===== src/rtl/reg_bank_arbiter.sv =====
// Round-robin arbiter sharing one registered write port of a flop bank.
// Async read port bypasses the pending write so a grant is visible next cycle.
module reg_bank_arbiter #(
    parameter int NREQ = 4,
    parameter int WIDTH = 32,
    parameter int DEPTH = 8,
    parameter int AW = $clog2(DEPTH),
    parameter logic [WIDTH-1:0] RESET_VAL = '0,
    localparam int IDW = (NREQ > 1) ? $clog2(NREQ) : 1
) (
    input  logic                  clk,
    input  logic                  rst,
    input  logic                  clr,
    input  logic [NREQ-1:0]       req_valid,
    output logic [NREQ-1:0]       req_ready,
    input  logic [NREQ*AW-1:0]    req_addr,
    input  logic [NREQ*WIDTH-1:0] req_data,
    input  logic [AW-1:0]         rd_addr,
    output logic [WIDTH-1:0]      rd_data,
    output logic                  wr_fire,
    output logic [IDW-1:0]        wr_id
);

    logic [WIDTH-1:0] bank [DEPTH];
    logic [IDW-1:0]   ptr;
    logic             stg_valid;
    logic [AW-1:0]    stg_addr;
    logic [WIDTH-1:0] stg_data;
    logic [IDW-1:0]   stg_id;

    logic [NREQ-1:0]  grant;
    logic [IDW-1:0]   gid;
    logic [IDW-1:0]   idx;
    logic             found;
    logic             accept;
    logic [IDW-1:0]   ptr_nxt;

    // Scan from ptr with wraparound; first valid requester wins.
    always_comb begin
        grant = '0;
        gid   = '0;
        idx   = '0;
        found = 1'b0;
        for (int k = 0; k < NREQ; k++) begin
            idx = IDW'((int'(ptr) + k) % NREQ);
            if (!found && req_valid[idx]) begin
                found      = 1'b1;
                grant[idx] = 1'b1;
                gid        = idx;
            end
        end
        if (!rst || clr) begin
            grant = '0;
            gid   = '0;
        end
    end

    assign req_ready = grant;
    assign accept    = |grant;
    assign ptr_nxt   = IDW'((int'(gid) + 1) % NREQ);

    always_ff @(posedge clk or negedge rst) begin
        if (!rst) begin
            ptr       <= '0;
            stg_valid <= 1'b0;
            stg_addr  <= '0;
            stg_data  <= '0;
            stg_id    <= '0;
        end else if (clr) begin
            ptr       <= '0;
            stg_valid <= 1'b0;
            stg_addr  <= '0;
            stg_data  <= '0;
            stg_id    <= '0;
        end else begin
            if (accept) begin
                ptr <= ptr_nxt;
            end
            stg_valid <= accept;
            stg_addr  <= req_addr[int'(gid)*AW +: AW];
            stg_data  <= req_data[int'(gid)*WIDTH +: WIDTH];
            stg_id    <= gid;
        end
    end

    // Clear wins over the pending commit so a dropped write never lands.
    always_ff @(posedge clk or negedge rst) begin
        if (!rst) begin
            for (int e = 0; e < DEPTH; e++) begin
                bank[e] <= RESET_VAL;
            end
        end else if (clr) begin
            for (int e = 0; e < DEPTH; e++) begin
                bank[e] <= RESET_VAL;
            end
        end else if (stg_valid) begin
            bank[stg_addr] <= stg_data;
        end
    end

    always_comb begin
        rd_data = bank[rd_addr];
        if (stg_valid && (stg_addr == rd_addr)) begin
            rd_data = stg_data;
        end
    end

    assign wr_fire = stg_valid;
    assign wr_id   = stg_id;

endmodule


===== config.mk =====
export PLATFORM = sky130hd
export DESIGN_NAME = reg_bank_arbiter
export DESIGN_NICKNAME = d
export VERILOG_FILES = /design/src/rtl/reg_bank_arbiter.sv
export SDC_FILE = /design/constraint.sdc
export NUM_CORES = 1
export LEC_CHECK = 0
export CORE_AREA = 5 5 214 216
export CTS_BUF_LIST = sky130_fd_sc_hd__clkbuf_8
export DETAILED_ROUTE_END_ITERATION = 12
export DIE_AREA = 0 0 219 221
export GPL_ROUTABILITY_DRIVEN = 0
export MAX_ROUTING_LAYER = met4
export SYNTH_ARGS = -nofsm -noshare
export SYNTH_HDL_FRONTEND = slang
export SYNTH_SLANG_ARGS = --single-unit

===== constraint.sdc =====
create_clock -name clk -period 3.3 [get_ports clk]
set_input_delay 0.66 -clock clk [delete_from_list [all_inputs] [get_ports clk]]
set_output_delay 0.66 -clock clk [all_outputs]
set_load 0.01 [all_outputs]

==> metrics list, run 1 <==
- Status: complete, no violations
- Final-layout worst hold slack: 0.517 ns
* Clock tree from TritonCTS: built
- For this run, design rule violations remaining after detail routing come to 0.
- Share of the cycle needed by the critical path after routing: 98.0%
- Global routing consumed, over all layers together, 19.8% of the routing resources.
- Actual transition at the worst max-transition pin: 1.33 ns
- The initial utilization of the core area, before any placement, comes to 34.4%.
* Power density over the cells: 481 nW/um^2
- Setup repair after global routing could not meet its margin everywhere.
- CP max stage cell: clkdlybuf4s50_1
- Setup Skew: 0.0195 ns
- In the layout the commonest cells are nand2_1, dfrtp_1, a21oi_1.
- Min cycle time layout: 3.23 ns
* Synth unique cells: 40
* Clock root buffer: clkbuf_8
* Starting DRT DRC Count: 995
- Setup violations remaining at the end of the flow were counted as 0.
* Slowest Stage Delay on Critical Path: 0.57 ns
- The synthesized netlist occupies a cell area of 15000 um^2.
- For this design, the sink count on the clock tree is 296.
- At the worst endpoint, the arrival time is 2.57 ns.
- Estimated wirelength of the detail-placed design: 28500 um
* Clock buffer depth: 3
- The number of global-route vias before repair was 12930.
* Number of H-tree levels: 2
- Number of antenna violations at the first check in global routing: 0
- The layout has 4255 filler cells.
* Worst max-slew margin expressed relative to the limit: 11.3%
- Clock slew at the register clock pins of the worst setup and hold paths: 0.06 ns
- Once detail routing completed, the nets flagged for antenna violations numbered 0.
- Global routing finished with a remaining overflow of 0.
* Number of buffer and inverter stages on the critical path: 3
* Synth Flop Type: dfrtp_1
- Startpoint Class: flop
* Area added between synthesis and finish: 28.0%
* Final TNS setup: 0 ns
* Number of placement rows: 77
* Leakage Power: 8.71 nW
- Proportion of register bits with asynchronous set or reset after synthesis: 100%
- Total detailed-routing wirelength: 47400 um
* Pre-antenna DRT Iters: 7
- Required time at the endpoint of the critical path: 2.64 ns
- The library cell used most frequently in the layout, excluding fill and tap cells, is nand2_1.
- Avg Vias per Cell: 5.19
- STA classifies the critical path endpoint as an output pin.
- In this run the worst path has a maximum fanout of 13.
- Measured along the y axis, the die boundary spans 221 um.
- Avg Cell Area, Syn: 9.38 um^2
* Fmax achieved: 0.309 GHz
- Pin count of the biggest net entering global routing: 260
* # Max-Cap Violations: 0
- Fraction of final layout cells with drive strength greater than 1: 15.0%
- At the later pin of the worst-skew pair, clock insertion delay measures 0.62 ns.
* Number of warnings reported in the yosys synthesis log: 0
* Crit-path cells: xnor2_1 > nand4_1 > buf_4 > bufbuf_16 > nor2_1 > a21oi_2 > clkdlybuf4s50_1
* Post-synth EDFFs: 0
- Number of cells produced by synthesis: 1605
- Port buffering added 188 buffers.
* Number of placed I/O pins: 189
- Core area: 43700 um^2
- Across the VDD grid, the largest voltage drop is 0.000244 V.
- The detailed router placed 12487 vias in this run.
- Area of the die: 48400 um^2
* Number of storage elements in the synthesis netlist: 296
- At the end of the flow, the number of nets in the layout was 1931.
* Drt wl/cell: 19.7 um
* Number of clock buffers inserted by TritonCTS: 52
* Wire length of the first global-routing pass: 74000 um
* Cell class contributing the biggest share of worst-path delay: buffers and inverters
- By startpoint and endpoint, the worst setup path is classified as flop to output pin.
* Post-synthesis sequential area ratio: 49.2%
* Finished Core Util: 44.0%
- The final count of pins violating max slew is 0.
- The total count of hold-check failures in the final report is 0.
- Width of the die: 219 um
- When the netlist entered floorplanning its net count stood at 1762.
* Worst Hold Class: flop to flop
- The number of antenna diodes in the final layout is 0.
registers in the layout, summed over array words and instances (netlist names):
signal and count:
bank 256, ptr 2, wr_id 2, stg_data 32, wr_fire 1, stg_addr 3
synthesized netlist by cell type, drive strengths merged, types with 5 or more instances:
cell type / number / area share, %
nand2: 529 / 13
dfrtp: 296 / 49
a21oi: 294 / 9.8
clkbuf: 134 / 3.3
mux2i: 109 / 7.2
mux4: 66 / 9.9
nor2: 44 / 1.1
o22ai: 37 / 1.5
buf: 26 / 1.2
nand2b: 8 / 0.38
ha: 7 / 0.58
inv: 5 / 0.12
nand3: 5 / 0.17
nor2b: 5 / 0.21
o21ai: 5 / 0.17
layer usage:
layer / GRT usage, % / vias up / share of wire, %
met5: - / - / 0
met4: 5.33 / 0 / 2.0
met3: 4.03 / 74 / 7.2
met2: 31.0 / 488 / 48
met1: 26.3 / 6123 / 43
li1: - / 5802 / -
power breakdown:
| part | internal (W) | switching (W) |
|---|---|---|
| sequential | 0.00375 | 0.000222 |
| clock | 0.00210 | 0.00155 |
| combinational | 0.000777 | 0.000850 |
| total | 0.00663 | 0.00262 |
what timing repair did:
item	CTS	global route
resized for setup	40	32
pin swaps	4	2
setup buffers	15	7
endpoints found under the hold margin	40	0
hold buffers	1	0
gates cloned	2	1
endpoints found under the setup margin	36	28
kinds of logic after synthesis:
family / count (synthesis) / share of synthesized area [%]
simple gates: 607 / 15.8
compound gates: 349 / 12.2
flops: 296 / 49.2
mux: 177 / 17.3
buf+inv: 165 / 4.66
fa+ha+maj: 7 / 0.582
xor+xnor: 4 / 0.233
through the flow:
step,area [um^2],cells,setup WS [ns],power (W)
after floorplan,15000,1605,0.492,0.00478
after global placement,17700,2286,-0.104,0.00547
after detailed placement,17700,2286,-0.163,0.00549
after CTS,19100,2397,0.000422,0.00930
after global routing,19300,2405,-0.0312,0.00965
final,19300,2405,0.0673,0.00925
cell type report:
class	instances	area, um^2	area share [%]
inverters	5	21.3	0.110
well taps	592	741	3.85
flip-flops and latches	296	7410	38.5
repair buffers	275	2900	15.1
multi-input cells	1144	7040	36.6
clock buffers	73	1000	5.22
clock inverters	20	138	0.715
worst min-delay path: stages, from the launching register on:
cell and delay [ns]:
dfrtp_1 0.37, nand2_1 0.05, a21oi_1 0.05
worst paths after layout:
check / start / to / slack (ns) / depth (start not counted)
setup / recovery: stg_addr[0] / rd_data[14] / 0.07 / 7
hold / removal: bank[167] / bank[167] / 0.52 / 2
setup reg to reg: ptr[0] / ptr[0] / 0.41 / 15
hold reg to reg: bank[167] / bank[167] / 0.52 / 2
max in group asynchronous: rst / bank[18] / 0.95 / 4
min in group asynchronous: rst / stg_data[7] / 0.54 / 2
Note: power is estimated with default switching activity, not from simulation.
==> run 2, diff against run 1 <==
--- a/config.mk
+++ b/config.mk
@@ -6,7 +6,6 @@
 export NUM_CORES = 1
 export LEC_CHECK = 0
 export CORE_AREA = 5 5 214 216
-export CTS_BUF_LIST = sky130_fd_sc_hd__clkbuf_8
 export DETAILED_ROUTE_END_ITERATION = 12
 export DIE_AREA = 0 0 219 221
 export GPL_ROUTABILITY_DRIVEN = 0
==> metrics list, run 2 (synthesis gave the netlist of run 1 again) <==
- Leakage Power: 8.15 nW (-6.4%)
* Worst Setup Path Type: flop to output pin
- # Max-Cap Violations: 0 (unchanged)
- Area added between synthesis and finish: 27.0%
- Min cycle time layout: 3.21 ns (-0.0273 ns)
* Vias in the first global route: 12633 (-2.3%)
- Clock root buffer: clkbuf_16
- Cell class contributing the biggest share of worst-path delay: buffers and inverters
- Leaving out fill and tap cells, the most frequent cell in the layout is nand2_1.
- The die outline area was 48400 um^2 (unchanged).
* Startpoint Class: flop
- The flip-flop count of the largest register after layout came to 256 (unchanged).
- Non-filler cells in the finished layout: 2359 (-1.9%)
- The initial standard-cell utilization of the core is 34.4% (unchanged).
- Fill cell total of the finished layout: 4230 (-0.59%)
- Crit-path cells: inv_2 > ha_4 > mux4_2 > buf_4 > nand2_1 > o21ai_2 > mux2i_1 > a21oi_1 > dlygate4sd2_1
- The total count of hold-check failures in the final report came to 0 (unchanged).
- STA classifies the critical path endpoint as an output pin.
- Global-route usage over all layers: 19.3% (-0.46 points)
- Count of cell instances traversed by the critical path: 9 (+2)
- TritonCTS built the clock tree.
* Worst max-slew margin expressed relative to the limit: 3.42% (-7.9 points)
* Total detailed-routing wirelength: 46600 um (-1.6%)
- The count of input and output buffers is 188 (unchanged).
- Estimated wirelength of the detail-placed design: 28500 um (unchanged)
- Final nets: 1901 (-1.6%)
* Number of antenna violations at the first check in global routing: 0 (unchanged)
* Width of the die: 219 um (unchanged)
- The initial detailed-routing violation count is 1039 (+4.4%).
- Clock buffer depth: 3 (unchanged)
- The arrival time of data at the critical path endpoint is 2.55 ns (-0.02 ns).
- The flow ran to the end, and the final reports show no timing, DRC or antenna violations.
- The number of buffers inserted for hold repair after clock tree synthesis is 0 (-1).
- Wire length of the first global-routing pass: 72800 um (-1.7%)
* CP max stage cell: dfrtp_2
* Number of buffer and inverter stages on the critical path: 3 (unchanged)
- Required time at the endpoint of the critical path: 2.64 ns (about the same)
- The number of inserted diodes was 0 (unchanged).
- The proportion of layout cells with a drive suffix above 1 was 13.2% (-1.8 points).
- Share of the cycle needed by the critical path after routing: 97.1% (-0.83 points)
- The clock transition at the register clock pins on the worst setup and hold paths after CTS is 0.05 ns (about the same).
- The total CTS buffers was 36 (-31%).
- The CTS H-tree depth was 2 (unchanged).
- The tightest min-delay check is of the input pin to async pin type.
* Number of placed I/O pins: 189 (unchanged)
- The DRC violations left is 0 (unchanged).
- Design area: 19100 um^2 (-0.73%)
- The number of core rows was 77 (unchanged).
- Power density over the cells: 498 nW/um^2 (+3.6%)
- Setup repair after global routing left no endpoint under its margin.
- The area of the multi-input gates came to 7040 um^2 (about the same).
- Largest Register: bank
* Post-route antenna net violation count: 0 (unchanged)
- Commonest cells after routing, fill and taps aside: nand2_1, dfrtp_1, a21oi_1
- Number of max-slew violations in the final report: 0 (unchanged)
- The core area is 43700 um^2 (unchanged).
* CTS Sinks: 296 (unchanged)
* Placement-stage cell area: 17700 um^2 (unchanged)
- The total iterations of the first detailed-routing run was 5 (-2).
* Pin count of the biggest net entering global routing: 260 (unchanged)
- Slowest Stage Delay on Critical Path: 0.41 ns (-0.16 ns)
- Setup Skew: 0.0229 ns (+0.00336 ns)
- Largest registers: bank x256, stg_data x32, stg_addr x3
- Setup-violating endpoint count in the final report: 0 (unchanged)
* Die Y: 221 um (unchanged)
- Fmax achieved: 0.312 GHz (+0.85%)
* Register cell area after layout: 7410 um^2 (unchanged)
- The measured slew at the worst slew-check pin is 1.45 ns (+0.118 ns).
* Drt wl/cell: 19.8 um (+0.35%)
- The remaining global-route overflow is 0 (unchanged).
- The number of cells in the design after placement was 2286 (unchanged).
- The via-per-instance ratio is 5.19 (about the same).
- The depth of the worst register-to-register path is 11 (-4).
* Number of vias in the routed layout: 12252 (-1.9%)
- The maximum ir drop on the vdd rail came to 0.000306 V (+25%).
- Skew-Pair Late Insertion Delay: 0.53 ns (-0.09 ns)
* Maximum net fanout on the critical path: 6 (-7)
==> run 2: worst paths after layout <==
path / startpoint / endpoint / slack, ns
worst min register to register: bank[167] / bank[167] / 0.52
worst max-delay path: ptr[0] / req_ready[1] / 0.09
worst min-delay path: rst / stg_data[5] / 0.03
worst max register to register: ptr[0] / stg_data[10] / 0.53
min in group clk: bank[167] / bank[167] / 0.52
max in group asynchronous: rst / stg_data[22] / 1.46
==> run 2: layout make-up <==
cell class / instances / share of cell area, %
sequential: 296 / 38.8
multi-input combinational: 1144 / 36.8
timing repair buffer: 261 / 14.2
clock buffer: 51 / 5.64
tap: 592 / 3.88
clock inverter: 10 / 0.576
inverter: 5 / 0.111
==> run 2: power by group <==
group	leakage [nW]	total, W	internal (W)	switching, W
clock network	0.590	0.00397	0.00242	0.00155
registers	4.09	0.00397	0.00375	0.000222
logic	3.48	0.00157	0.000738	0.000831
==> run 2: per-stage QoR <==
stage          total power [W]  hold slack [ns]  TNS (ns)  setup WS, ns  utilization (%)
6_report               0.00951           0.0255         0        0.0946             43.7
5_1_grt                0.00988           0.0497         0        0.0140             43.7
2_1_floorplan          0.00478            0.364         0         0.492                -
4_1_cts                0.00953           0.0256   -0.0500       -0.0500             43.5
3_5_place_dp           0.00549            0.511    -0.717        -0.163             40.5
3_3_place_gp           0.00547            0.505    -0.444        -0.104             40.5
==> run 2: repair_timing <==
| item | 4_1_cts | 5_1_grt |
|---|---|---|
| setup buffers | 5 | 5 |
| pin swaps | 3 | 3 |
| cloned | 0 | 2 |
| resized for setup | 21 | 15 |
| setup endpoints to repair | 27 | 23 |
==> run 2: worst reg2reg max path, delay by kind of cell, from the launching register on <==
kind	cells	cell delay [ns]
AO/OA/AOI/OAI	2	0.27
multiplexers	2	0.67
buffers and inverters	4	0.83
AND/OR/NAND/NOR	2	0.21
adder cells (fa/ha/maj)	1	0.23
flip-flops	1	0.44
==> run 2: layer usage <==
layer  part of all wire (%)  track usage [%]  vias up
li1                       -                -     5731
met1                     43             25.9     6031
met2                     48             30.7      428
met3                    7.1             3.69       62
met4                    1.7             4.32        0
met5                      0                -        -
